`src/rtl/angle_quadrant_reducer.sv`:
```
// Reduces an unsigned angle in degrees modulo 360 by restoring shift-subtract,
// then folds the remainder into a quadrant and a 0..90 reference angle for the trig LUTs.
`ifndef DATA_WIDTH
`define DATA_WIDTH 32
`endif

// state    | meaning
// IDLE     | in_ready high, waiting for an angle
// REDUCE   | one conditional subtract of 360<<k per cycle, k counts down to 0
// CLASSIFY | rem in 0..359, map to quadrant / reference angle
// DONE     | result held until downstream takes it
module angle_quadrant_reducer #(
  parameter int DATA_WIDTH = `DATA_WIDTH
) (
  input  logic                  clk,
  input  logic                  reset_n,
  input  logic                  in_valid,
  output logic                  in_ready,
  input  logic [DATA_WIDTH-1:0] angle_in,
  output logic                  out_valid,
  input  logic                  out_ready,
  output logic [1:0]            quadrant,
  output logic [DATA_WIDTH-1:0] ref_angle
);

  localparam int N_ITER = DATA_WIDTH - 8;
  localparam int KW     = $clog2(N_ITER);
  localparam int CW     = DATA_WIDTH + 9;
  localparam logic [KW-1:0] K_LAST = KW'(N_ITER - 1);
  localparam logic [CW-1:0] DEG360 = CW'(360);

  typedef enum logic [1:0] {
    IDLE     = 2'd0,
    REDUCE   = 2'd1,
    CLASSIFY = 2'd2,
    DONE     = 2'd3
  } state_t;

  state_t                state;
  logic [DATA_WIDTH-1:0] rem;
  logic [KW-1:0]         k;

  logic [CW-1:0]         rem_ext;
  logic [CW-1:0]         sub_val;
  logic                  sub_ok;
  logic [DATA_WIDTH-1:0] rem_diff;
  logic [8:0]            rem9;
  logic [1:0]            q_next;
  logic [8:0]            ref_next;

  // Wide compare: 360<<k can exceed DATA_WIDTH only in the caller's imagination,
  // but the extra bits keep the compare honest for any legal width.
  assign rem_ext  = {9'b0, rem};
  assign sub_val  = DEG360 << k;
  assign sub_ok   = (rem_ext >= sub_val);
  assign rem_diff = rem - sub_val[DATA_WIDTH-1:0];
  assign rem9     = rem[8:0];

  always_comb begin
    q_next   = 2'd0;
    ref_next = rem9;
    if (rem9 <= 9'd90) begin
      q_next   = 2'd0;
      ref_next = rem9;
    end else if (rem9 <= 9'd180) begin
      q_next   = 2'd1;
      ref_next = 9'd180 - rem9;
    end else if (rem9 <= 9'd270) begin
      q_next   = 2'd2;
      ref_next = rem9 - 9'd180;
    end else begin
      q_next   = 2'd3;
      ref_next = 9'd360 - rem9;
    end
  end

  always_ff @(posedge clk or negedge reset_n) begin
    if (!reset_n) begin
      state     <= IDLE;
      rem       <= '0;
      k         <= '0;
      in_ready  <= 1'b0;
      out_valid <= 1'b0;
      quadrant  <= 2'd0;
      ref_angle <= '0;
    end else begin
      case (state)
        IDLE: begin
          if (in_ready && in_valid) begin
            rem      <= angle_in;
            k        <= K_LAST;
            in_ready <= 1'b0;
            state    <= REDUCE;
          end else begin
            in_ready <= 1'b1;
          end
        end
        REDUCE: begin
          if (sub_ok) rem <= rem_diff;
          k <= k - KW'(1);
          if (k == '0) state <= CLASSIFY;
        end
        CLASSIFY: begin
          quadrant  <= q_next;
          ref_angle <= {{(DATA_WIDTH-9){1'b0}}, ref_next};
          out_valid <= 1'b1;
          state     <= DONE;
        end
        DONE: begin
          if (out_ready) begin
            out_valid <= 1'b0;
            in_ready  <= 1'b1;
            state     <= IDLE;
          end
        end
        default: state <= IDLE;
      endcase
    end
  end

endmodule

```
`config.mk`:
```
export PLATFORM = sky130hd
export DESIGN_NAME = angle_quadrant_reducer
export DESIGN_NICKNAME = d
export VERILOG_FILES = /design/src/rtl/angle_quadrant_reducer.sv
export SDC_FILE = /design/constraint.sdc
export NUM_CORES = 1
export LEC_CHECK = 0
export ABC_AREA = 1
export BUFFER_PORTS_ARGS = -buffer_cell sky130_fd_sc_hd__buf_2
export CORE_MARGIN = 10
export CORE_UTILIZATION = 60
export CTS_CLUSTER_SIZE = 10
export DETAILED_ROUTE_END_ITERATION = 8
export PLACE_DENSITY_LB_ADDON = 0.15
export SYNTH_ARGS = -nofsm -noshare
export SYNTH_HDL_FRONTEND = slang
export SYNTH_SLANG_ARGS = --single-unit
```
`constraint.sdc`:
```
create_clock -name clk -period 3.8 [get_ports clk]
set_input_delay 1.14 -clock clk [delete_from_list [all_inputs] [get_ports clk]]
set_output_delay 1.14 -clock clk [all_outputs]
set_load 0.01 [all_outputs]
```
==> out/results.ini, run 1 <==
[global_routing]
grt_start_max_net_pins = 34
grt_use_total = 0.2368
grt_overflow_total = 0
grt_antenna_before_repair = 0
grt_pass1_wl_um = 28220
first_global_vias = 5808

[floorplan]
die_h_um = 120.5
fp.coreArea_um2 = 9819
rows = 36
initial_core_util = 0.6168
dieArea_um2 = 14510
io_pins = 72
die_width_um = 120.5

[sta]
hold_viol_final = 0
post-route-min-period_ns = 3.492
tightest_slew_ns = 0.5375
slew_headroom = 0.6403
tns_ns = 0
finalSetupViolCount = 0
period_share = 0.9190
fmax_mhz = 286.3
finalMaxSlewViolations = 0
setup_slack_ns = 0.3077
hold_ws_ns = 0.4810
skew_ns = 0.009936

[synthesis]
synth.ff_latch_count = 52
yosys_warnings = 0
synthCells = 1057
ys_seq_area_frac = 0.2148
synth.area.top_cells = nand2_1, dfrtp_1, ha_1
post_synth_num_cell_types = 36
yosys.area.top_type = nand2_1
synth_top_area_share = 0.2807
syn_avg_cell_area_um2 = 5.730
syn_area_um2 = 6057

[place]
hpwl_um = 14100
port_buffers = 48
pre_cts_slack_ns = 0.1287
gp_congestion = 1.025

[finish]
fillCellCount = 1022
nNetsFinal = 1181
areaGrowthSynthToFinish_pct = 6.507
num_antenna_cells = 0
seq_area_um2 = 1301
drive_gt1_frac = 0.07650
multi_input_area_um2 = 3933

[run_status]
outcome = finished clean

[drt]
wl_per_cell_um = 14.20
viasPerCell = 5.247
vias = 6459
drc_errors = 0
first_pass_iters = 6
routed_wl_um = 17480
drtIter0Drc = 650
detail-route-antenna-nets = 0

[cts]
cts_tree = yes
numCtsBuffers = 5
clockBufferDepth = 2
clockRootBuffer = clkbuf_8
cts.clk_slew.worst_paths_ns = 0.10
cts_setup_buffers = 0
worstSkewPairLatency_ns = 0.34
cts_max_level = 2
clock_sinks = 52

[run]
cap_violations = 0

[critical_path]
cpMostUsedCell = nand2_1
cp_max_fo = 16
worst-path-buf-inv = 6
arrival_ns = 3.77
slowest_stage = o21ai_4
setup.worst_path.end_class = flop
cp-start-kind = flop
max_stage_delay_ns = 0.46
crit_type = flop to flop
critPathRequiredTime_ns = 4.08
path_cells = inv_1 > ha_1 > inv_1 > o21ai_1 > nand2_1 > o21ai_0 > nand2_1 > ha_1 > nand2_1 > inv_1 > nand2_1 > nand2_1 > inv_1 > nand2_1 > nand2_1 > nand3_2 > nand2_1 > inv_2 > o21ai_4 > buf_12 > nand2_1 > nand2_1
critPathTopFamily = simple AND/OR/NAND/NOR gates

[hold_path]
hp-class = flop to flop

[layer usage]
layer | wire (um) | vias up | global-route usage
met4 | 314 | 0 | 0.05882
met2 | 7600 | 245 | 0.3728
met3 | 1550 | 26 | 0.03909
met1 | 8015 | 2877 | 0.3292
met5 | 0 | - | 0
li1 | - | 3311 | -
[final cells by class]
cell class / count / area share
inverter: 158 / 0.09232
multi-input combinational: 818 / 0.6096
clock buffer: 6 / 0.01280
clock inverter: 2 / 0.002327
timing repair buffer: 62 / 0.05547
tap: 133 / 0.02580
sequential: 52 / 0.2017
[final timing paths]
| kind | start | to | slack, ns | cells after the start |
|---|---|---|---|---|
| setup / recovery | k[0]$_DFFE_PN0P_ | rem[8]$_DFFE_PN0P_ | 0.31 | 22 |
| hold / removal | ref_angle[7]$_DFFE_PN0P_ | ref_angle[7]$_DFFE_PN0P_ | 0.48 | 2 |
| setup reg to reg | k[0]$_DFFE_PN0P_ | rem[8]$_DFFE_PN0P_ | 0.31 | 22 |
| hold reg to reg | ref_angle[7]$_DFFE_PN0P_ | ref_angle[7]$_DFFE_PN0P_ | 0.48 | 2 |
| max in group asynchronous | reset_n | out_valid$_DFFE_PN0P_ | 2.25 | 2 |
| min in group asynchronous | reset_n | rem[28]$_DFFE_PN0P_ | 0.74 | 1 |
[state kept, by name, summed over array words and instances, names as in the netlist]
| name | cells |
|---|---|
| quadrant | 2 |
| ref_angle | 9 |
| rem | 32 |
| in_ready | 1 |
| out_valid | 1 |
| state | 2 |
| k | 5 |
[cell usage after synthesis, drive strengths merged]
master  instances
nand2         454
o21ai          40
nand3          83
nand4          20
ha             48
inv           156
mux2            1
o31ai           2
xor2            9
dfrtp          52
and2            4
clkinv          2
a21oi          37
nand3b          4
conb            1
o211ai          2
a21o            1
clkbuf         12
nor3            6
o22ai           1
xnor2           4
nor2           72
a31oi           7
buf            39
[stage by stage]
step | cells | util | area (um^2)
2_1_floorplan | 1079 | - | 6140
3_3_place_gp | 1223 | 0.6460 | 6344
3_5_place_dp | 1223 | 0.6460 | 6344
4_1_cts | 1231 | 0.6560 | 6441
5_1_grt | 1231 | 0.6570 | 6451
6_report | 1231 | 0.6570 | 6451
[placed cells by master, fill, tap and decap left out, types with 9 or more instances in the layout]
| cell | count |
|---|---|
| ha_1 | 48 |
| conb_1 | 23 |
| nand4_1 | 20 |
| xor2_1 | 9 |
| nor2_1 | 66 |
| buf_2 | 48 |
| nand3_1 | 81 |
| inv_1 | 154 |
| dfrtp_1 | 52 |
| buf_4 | 13 |
| a21oi_1 | 37 |
| o21ai_0 | 37 |
| nand2_1 | 453 |
[worst register-to-register path: stages, from the launching register on]
cell     delay, ns
dfrtp_1       0.43
inv_1         0.16
ha_1          0.32
inv_1         0.06
o21ai_1       0.22
nand2_1       0.08
o21ai_0       0.12
nand2_1       0.13
ha_1          0.37
nand2_1       0.14
inv_1         0.05
nand2_1       0.06
nand2_1       0.06
inv_1         0.05
nand2_1       0.06
nand2_1       0.10
nand3_2       0.08
nand2_1       0.08
inv_2         0.05
o21ai_4       0.46
buf_12        0.22
nand2_1       0.06
nand2_1       0.07
[cell families (layout without fill, tap and decap cells)]
group | Yosys count | after routing | share of synthesized area
and+or+nand+nor | 643 | 643 | 0.4342
buffers and inverters | 209 | 228 | 0.1512
AOI/OAI and AO/OA | 90 | 90 | 0.07932
DFF | 52 | 52 | 0.2148
adders and majority gates | 48 | 48 | 0.09915
xor gates and xnor gates | 13 | 13 | 0.01880
other | 1 | 23 | 0.0006191
muxes | 1 | 1 | 0.001859
[what timing repair did]
item | 4_1_cts | 5_1_grt
resized for setup | 0 | 3
setup endpoints to repair | 0 | 29
hold buffers | 0 | 0
endpoints found under the hold margin | 0 | 0
Power of run 1 is not shown: default switching activity piles up to over one toggle a cycle in this logic, so the estimate is an artifact.
==> run 2, diff against run 1 <==
--- a/config.mk
+++ b/config.mk
@@ -7,6 +7,7 @@
 export LEC_CHECK = 0
 export ABC_AREA = 1
 export BUFFER_PORTS_ARGS = -buffer_cell sky130_fd_sc_hd__buf_2
+export CORE_ASPECT_RATIO = 2
 export CORE_MARGIN = 10
 export CORE_UTILIZATION = 60
 export CTS_CLUSTER_SIZE = 10
==> out/results.ini, run 2 (synthesized netlist as in run 1, its figures left out) <==
[place]
hpwl_um = 16160  ; was 14100 um
place_inst = 1216  ; was 1223
port_buffers = 48  ; unchanged
gp_congestion = 1.040  ; was 1.025

[sta]
tightest_slew_ns = 0.7328  ; was 0.5375 ns
finalSetupViolCount = 0  ; unchanged
slew_headroom = 0.5115  ; was 0.6403
hold_ws_ns = 0.4775  ; was 0.4810 ns
post-route-min-period_ns = 3.471  ; was 3.492 ns
period_share = 0.9133  ; was 0.9190
fmax_mhz = 288.1  ; was 286.3 MHz
skew_ns = 0.006640  ; was 0.009936 ns
tns_ns = 0  ; unchanged
finalMaxSlewViolations = 0  ; unchanged
rsz0062_at_grt = false
hold_viol_final = 0  ; unchanged

[cts]
clockRootBuffer = clkbuf_16  ; was clkbuf_8
clockBufferDepth = 2  ; unchanged
clock_sinks = 52  ; unchanged
numCtsBuffers = 5  ; unchanged
cts_tree = yes  ; unchanged
cts_max_level = 2  ; unchanged
cts.clk_slew.worst_paths_ns = 0.08  ; was 0.10 ns
worstSkewPairLatency_ns = 0.31  ; was 0.34 ns

[global_routing]
grt_use_total = 0.2667  ; was 0.2368
grt_pass1_wl_um = 31590  ; was 28220 um
grt_antenna_before_repair = 0  ; unchanged
first_global_vias = 6565  ; was 5808
grt_overflow_total = 0  ; unchanged
grt_start_max_net_pins = 30  ; was 34

[drt]
vias = 6524  ; was 6459
routed_wl_um = 19760  ; was 17480 um
first_pass_iters = 5  ; was 6
drc_errors = 0  ; unchanged
wl_per_cell_um = 16.14  ; was 14.20 um
drtIter0Drc = 416  ; was 650
detail-route-antenna-nets = 0  ; unchanged
viasPerCell = 5.330  ; was 5.247

[critical_path]
arrival_ns = 3.72  ; was 3.77 ns
setup.worst_path.end_class = flop  ; unchanged
r2r_setup_slack_ns = 0.33  ; was 0.31 ns
cp_max_fo = 29  ; was 16
r2r_end = rem[17]$_DFFE_PN0P_  ; was rem[8]$_DFFE_PN0P_
crit_type = flop to flop  ; unchanged
ff2ff_path_depth = 21  ; was 22
cp-start-kind = flop  ; unchanged
critPathRequiredTime_ns = 4.05  ; was 4.08 ns
regToRegStartpoint = k[0]$_DFFE_PN0P_  ; unchanged

[hold_path]
whs_endpoint = ref_angle[7]$_DFFE_PN0P_  ; unchanged
whs_path_depth = 2  ; unchanged
hp-class = flop to flop  ; unchanged
hold_start = ref_angle[7]$_DFFE_PN0P_  ; unchanged

[floorplan]
dieArea_um2 = 14760  ; was 14510 um^2
io_pins = 72  ; unchanged
fp.coreArea_um2 = 9827  ; was 9819 um^2
rows = 51  ; was 36
die_h_um = 162.1  ; was 120.5 um
initial_core_util = 0.6164  ; was 0.6168
die_width_um = 91.05  ; was 120.5 um

[run]
cap_violations = 0  ; unchanged

[finish]
fillCellCount = 1038  ; was 1022
nNetsFinal = 1175  ; was 1181
largest_register_ffs = 32  ; unchanged
layout_commonest_cell = nand2_1  ; unchanged
final_cell_mix = nand2_1, inv_1, nand3_1  ; unchanged
num_antenna_cells = 0  ; unchanged
drive_gt1_frac = 0.07143  ; was 0.07650
fin_cells = 1224  ; was 1231
top_register = rem  ; unchanged
areaGrowthSynthToFinish_pct = 6.445  ; was 6.507%
top_regs = rem (32), ref_angle (9), k (5)  ; unchanged

[run_status]
outcome = finished clean  ; unchanged

-- run 2: final cells by class --
class	count	area, um^2	share of cell area
Clock inverter	3	27.53	0.004269
Tap cell	132	165.2	0.02562
Clock buffer	5	125.1	0.01941
Inverter	158	595.6	0.09237
Multi-Input combinational cell	818	3925	0.6088
Sequential cell	52	1301	0.2018
Timing Repair Buffer	56	307.8	0.04774
-- run 2: what timing repair did --
item / CTS / global route
setup buffers: 0 / 0
setup endpoints to repair: 0 / 29
hold buffers: 0 / 0
gates resized for setup: 0 / 4
-- run 2: worst max-delay path, cell delays in order (launching register included) --
cell and delay [ns]:
dfrtp_1 0.45, inv_1 0.18, ha_1 0.31, inv_1 0.06
o21ai_1 0.21, nand2_1 0.07, o21ai_0 0.13, nand2_1 0.20
ha_2 0.43, nand2_2 0.10, nor2_4 0.17, nand2_1 0.07
nor2_1 0.16, nand2_1 0.07, nor2_1 0.09, nand2_1 0.07
nand3_2 0.09, nor2_1 0.06, nor2_2 0.11, buf_8 0.24
nand2_1 0.09, nand2_1 0.07
-- run 2: through the flow --
stage / utilization / instance area, um^2 / setup slack (ns)
global route: 0.6561 / 6447 / 0.006441
CTS: 0.6551 / 6437 / 0.2114
detailed placement: 0.6395 / 6285 / 0.2291
global placement: 0.6395 / 6285 / 0.4042
finish: 0.6561 / 6447 / 0.3294
floorplan: - / 6140 / 0.8873
-- run 2: routing by layer --
metal,track usage,part of all wire,vias up
met3,0.04201,0.046,111
li1,-,-,3310
met4,0.2600,0.10,0
met5,0,0,-
met1,0.2397,0.34,2875
met2,0.4853,0.51,228
-- run 2: worst max-delay path by stage --
stage | endpoint | slack [ns] | start | cells past startpoint
after floorplan | rem[3]$_DFFE_PN0P_ | 0.89 | k[0]$_DFFE_PN0P_ | 21
after global placement | rem[26]$_DFFE_PN0P_ | 0.40 | k[0]$_DFFE_PN0P_ | 21
after detailed placement | rem[17]$_DFFE_PN0P_ | 0.23 | k[0]$_DFFE_PN0P_ | 21
after CTS | rem[17]$_DFFE_PN0P_ | 0.21 | k[0]$_DFFE_PN0P_ | 21
after global routing | rem[15]$_DFFE_PN0P_ | 0.006 | k[0]$_DFFE_PN0P_ | 21
final | rem[17]$_DFFE_PN0P_ | 0.33 | k[0]$_DFFE_PN0P_ | 21
Power of run 2 is left out for the same reason.
==> run 3, diff against run 2 <==
==> constraint.sdc (replaced) <==
create_clock -name clk -period 3.75 [get_ports clk]
set_input_delay 1.125 -clock clk [delete_from_list [all_inputs] [get_ports clk]]
set_output_delay 1.125 -clock clk [all_outputs]
set_load 0.01 [all_outputs]
==> out/results.ini, run 3 (synthesized netlist as in run 1, its figures left out) <==
[place]
hpwl_um = 16270  ; was 16160 um
place_inst = 1222  ; was 1216
port_buffers = 48  ; unchanged
gp_congestion = 1.005  ; was 1.040

[floorplan]
die_h_um = 162.1  ; unchanged
dieArea_um2 = 14760  ; unchanged
rows = 51  ; unchanged
initial_core_util = 0.6164  ; unchanged
io_pins = 72  ; unchanged
die_width_um = 91.05  ; unchanged
fp.coreArea_um2 = 9827  ; unchanged

[run_status]
outcome = finished clean  ; unchanged

[finish]
fillCellCount = 1022  ; was 1038
num_antenna_cells = 0  ; unchanged
fin_cells = 1231  ; was 1224
seq_area_um2 = 1301  ; unchanged
final_cell_mix = nand2_1, inv_1, nand3_1  ; unchanged
final_util = 0.6669  ; was 0.6561
drive_gt1_frac = 0.07643  ; was 0.07143
largest_register_ffs = 32  ; unchanged
layout_commonest_cell = nand2_1  ; unchanged
nNetsFinal = 1182  ; was 1175
multi_input_area_um2 = 3930  ; was 3925 um^2
top_regs = rem (32), ref_angle (9), k (5)  ; unchanged
areaGrowthSynthToFinish_pct = 8.201  ; was 6.445%
top_register = rem  ; unchanged

[critical_path]
cp-start-kind = flop  ; unchanged
arrival_ns = 3.60  ; was 3.72 ns
setup.worst_path.end_class = flop  ; unchanged
cp_max_fo = 27  ; was 29
critPathRequiredTime_ns = 3.99  ; was 4.05 ns
crit_type = flop to flop  ; unchanged

[drt]
drtIter0Drc = 450  ; was 416
detail-route-antenna-nets = 0  ; unchanged
vias = 6543  ; was 6524
wl_per_cell_um = 15.95  ; was 16.14 um
first_pass_iters = 6  ; was 5
viasPerCell = 5.315  ; was 5.330
routed_wl_um = 19630  ; was 19760 um
drc_errors = 0  ; unchanged

[cts]
clockRootBuffer = clkbuf_16  ; unchanged
worstSkewPairLatency_ns = 0.30  ; was 0.31 ns
numCtsBuffers = 5  ; unchanged
postCtsHoldBufs = 0  ; unchanged
cts_max_level = 2  ; unchanged
cts_tree = yes  ; unchanged
clock_sinks = 52  ; unchanged
cts.clk_slew.worst_paths_ns = 0.08  ; about the same
clockBufferDepth = 2  ; unchanged

[sta]
finalSetupViolCount = 0  ; unchanged
rsz0062_at_grt = false  ; unchanged
period_share = 0.8960  ; was 0.9133
slew_headroom = 0.3671  ; was 0.5115
post-route-min-period_ns = 3.360  ; was 3.471 ns
finalMaxSlewViolations = 0  ; unchanged
tns_ns = 0  ; unchanged
skew_ns = 0.007385  ; was 0.006640 ns
hold_viol_final = 0  ; unchanged
fmax_mhz = 297.6  ; was 288.1 MHz
tightest_slew_ns = 0.9493  ; was 0.7328 ns

[global_routing]
grt_use_total = 0.2624  ; was 0.2667
grt_antenna_before_repair = 0  ; unchanged
grt_start_max_net_pins = 40  ; was 30
grt_pass1_wl_um = 31400  ; was 31590 um
grt_overflow_total = 0  ; unchanged
first_global_vias = 6462  ; was 6565

[run]
cap_violations = 0  ; unchanged

[hold_path]
hp-class = flop to flop  ; unchanged

[run 3: changes by cell type in the layout (fill, tap and decap cells not counted)]
cell	before	now
ha_1	47	48
clkinv_4	1	0
inv_6	0	1
o21ai_4	0	1
bufinv_16	0	1
inv_8	1	0
buf_4	7	12
o21ai_2	2	1
buf_8	1	0
buf_12	0	3
ha_2	1	0
[run 3: final timing paths]
path,startpoint,cells after the start,end,slack (ns)
max in group asynchronous,reset_n,2,k[3]$_DFFE_PN0P_,2.09
setup / recovery,k[1]$_DFFE_PN0P_,21,rem[27]$_DFFE_PN0P_,0.39
hold / removal,ref_angle[8]$_DFFE_PN0P_,1,ref_angle[8]$_DFFE_PN0P_,0.48
hold reg to reg,ref_angle[8]$_DFFE_PN0P_,1,ref_angle[8]$_DFFE_PN0P_,0.48
min in group asynchronous,reset_n,1,ref_angle[7]$_DFFE_PN0P_,0.97
setup reg to reg,k[1]$_DFFE_PN0P_,21,rem[27]$_DFFE_PN0P_,0.39
[run 3: critical path: stages, from the launching register on]
cell     delay (ns)
dfrtp_1        0.40
inv_1          0.13
ha_1           0.30
inv_1          0.06
o21ai_1        0.21
nand2_1        0.07
o21ai_0        0.11
nand2_1        0.16
ha_1           0.39
nand2_2        0.11
nor2_4         0.16
nand2_1        0.08
nor2_1         0.16
nand2_1        0.08
nor2_1         0.08
nand2_1        0.07
nand3_2        0.10
nor2_1         0.09
nor2_2         0.18
buf_12         0.21
nand2_1        0.07
nand2_1        0.06
[run 3: metal layers]
metal / track usage / share of wire / up-vias
li1: - / - / 3322
met1: 0.2439 / 0.35 / 2913
met2: 0.4935 / 0.52 / 223
met3: 0.02678 / 0.038 / 85
met4: 0.2221 / 0.087 / 0
met5: 0 / 0 / -
[run 3: what timing repair did]
action                                  4_1_cts  5_1_grt
gates resized for setup                       0        2
endpoints found under the setup margin        0       29
buffers inserted                              0        1
[run 3: area by class of cell]
cell class	instances	share of cell area
repair buffers	63	0.05956
clock inverters	3	0.007064
clock buffers	5	0.01909
flip-flops and latches	52	0.1985
well taps	132	0.02520
multi-input cells	818	0.5997
inverters	158	0.09087
[run 3: per-stage QoR]
step	cell area (um^2)	hold slack [ns]	setup slack [ns]
finish	6554	0.4787	0.3901
global route	6554	0.4923	0.04697
CTS	6526	0.4813	0.1820
detailed placement	6355	0.4608	0.2074
global placement	6355	0.4567	0.2881
floorplan	6140	0.4553	0.8373
Power of run 3 is left out for the same reason.
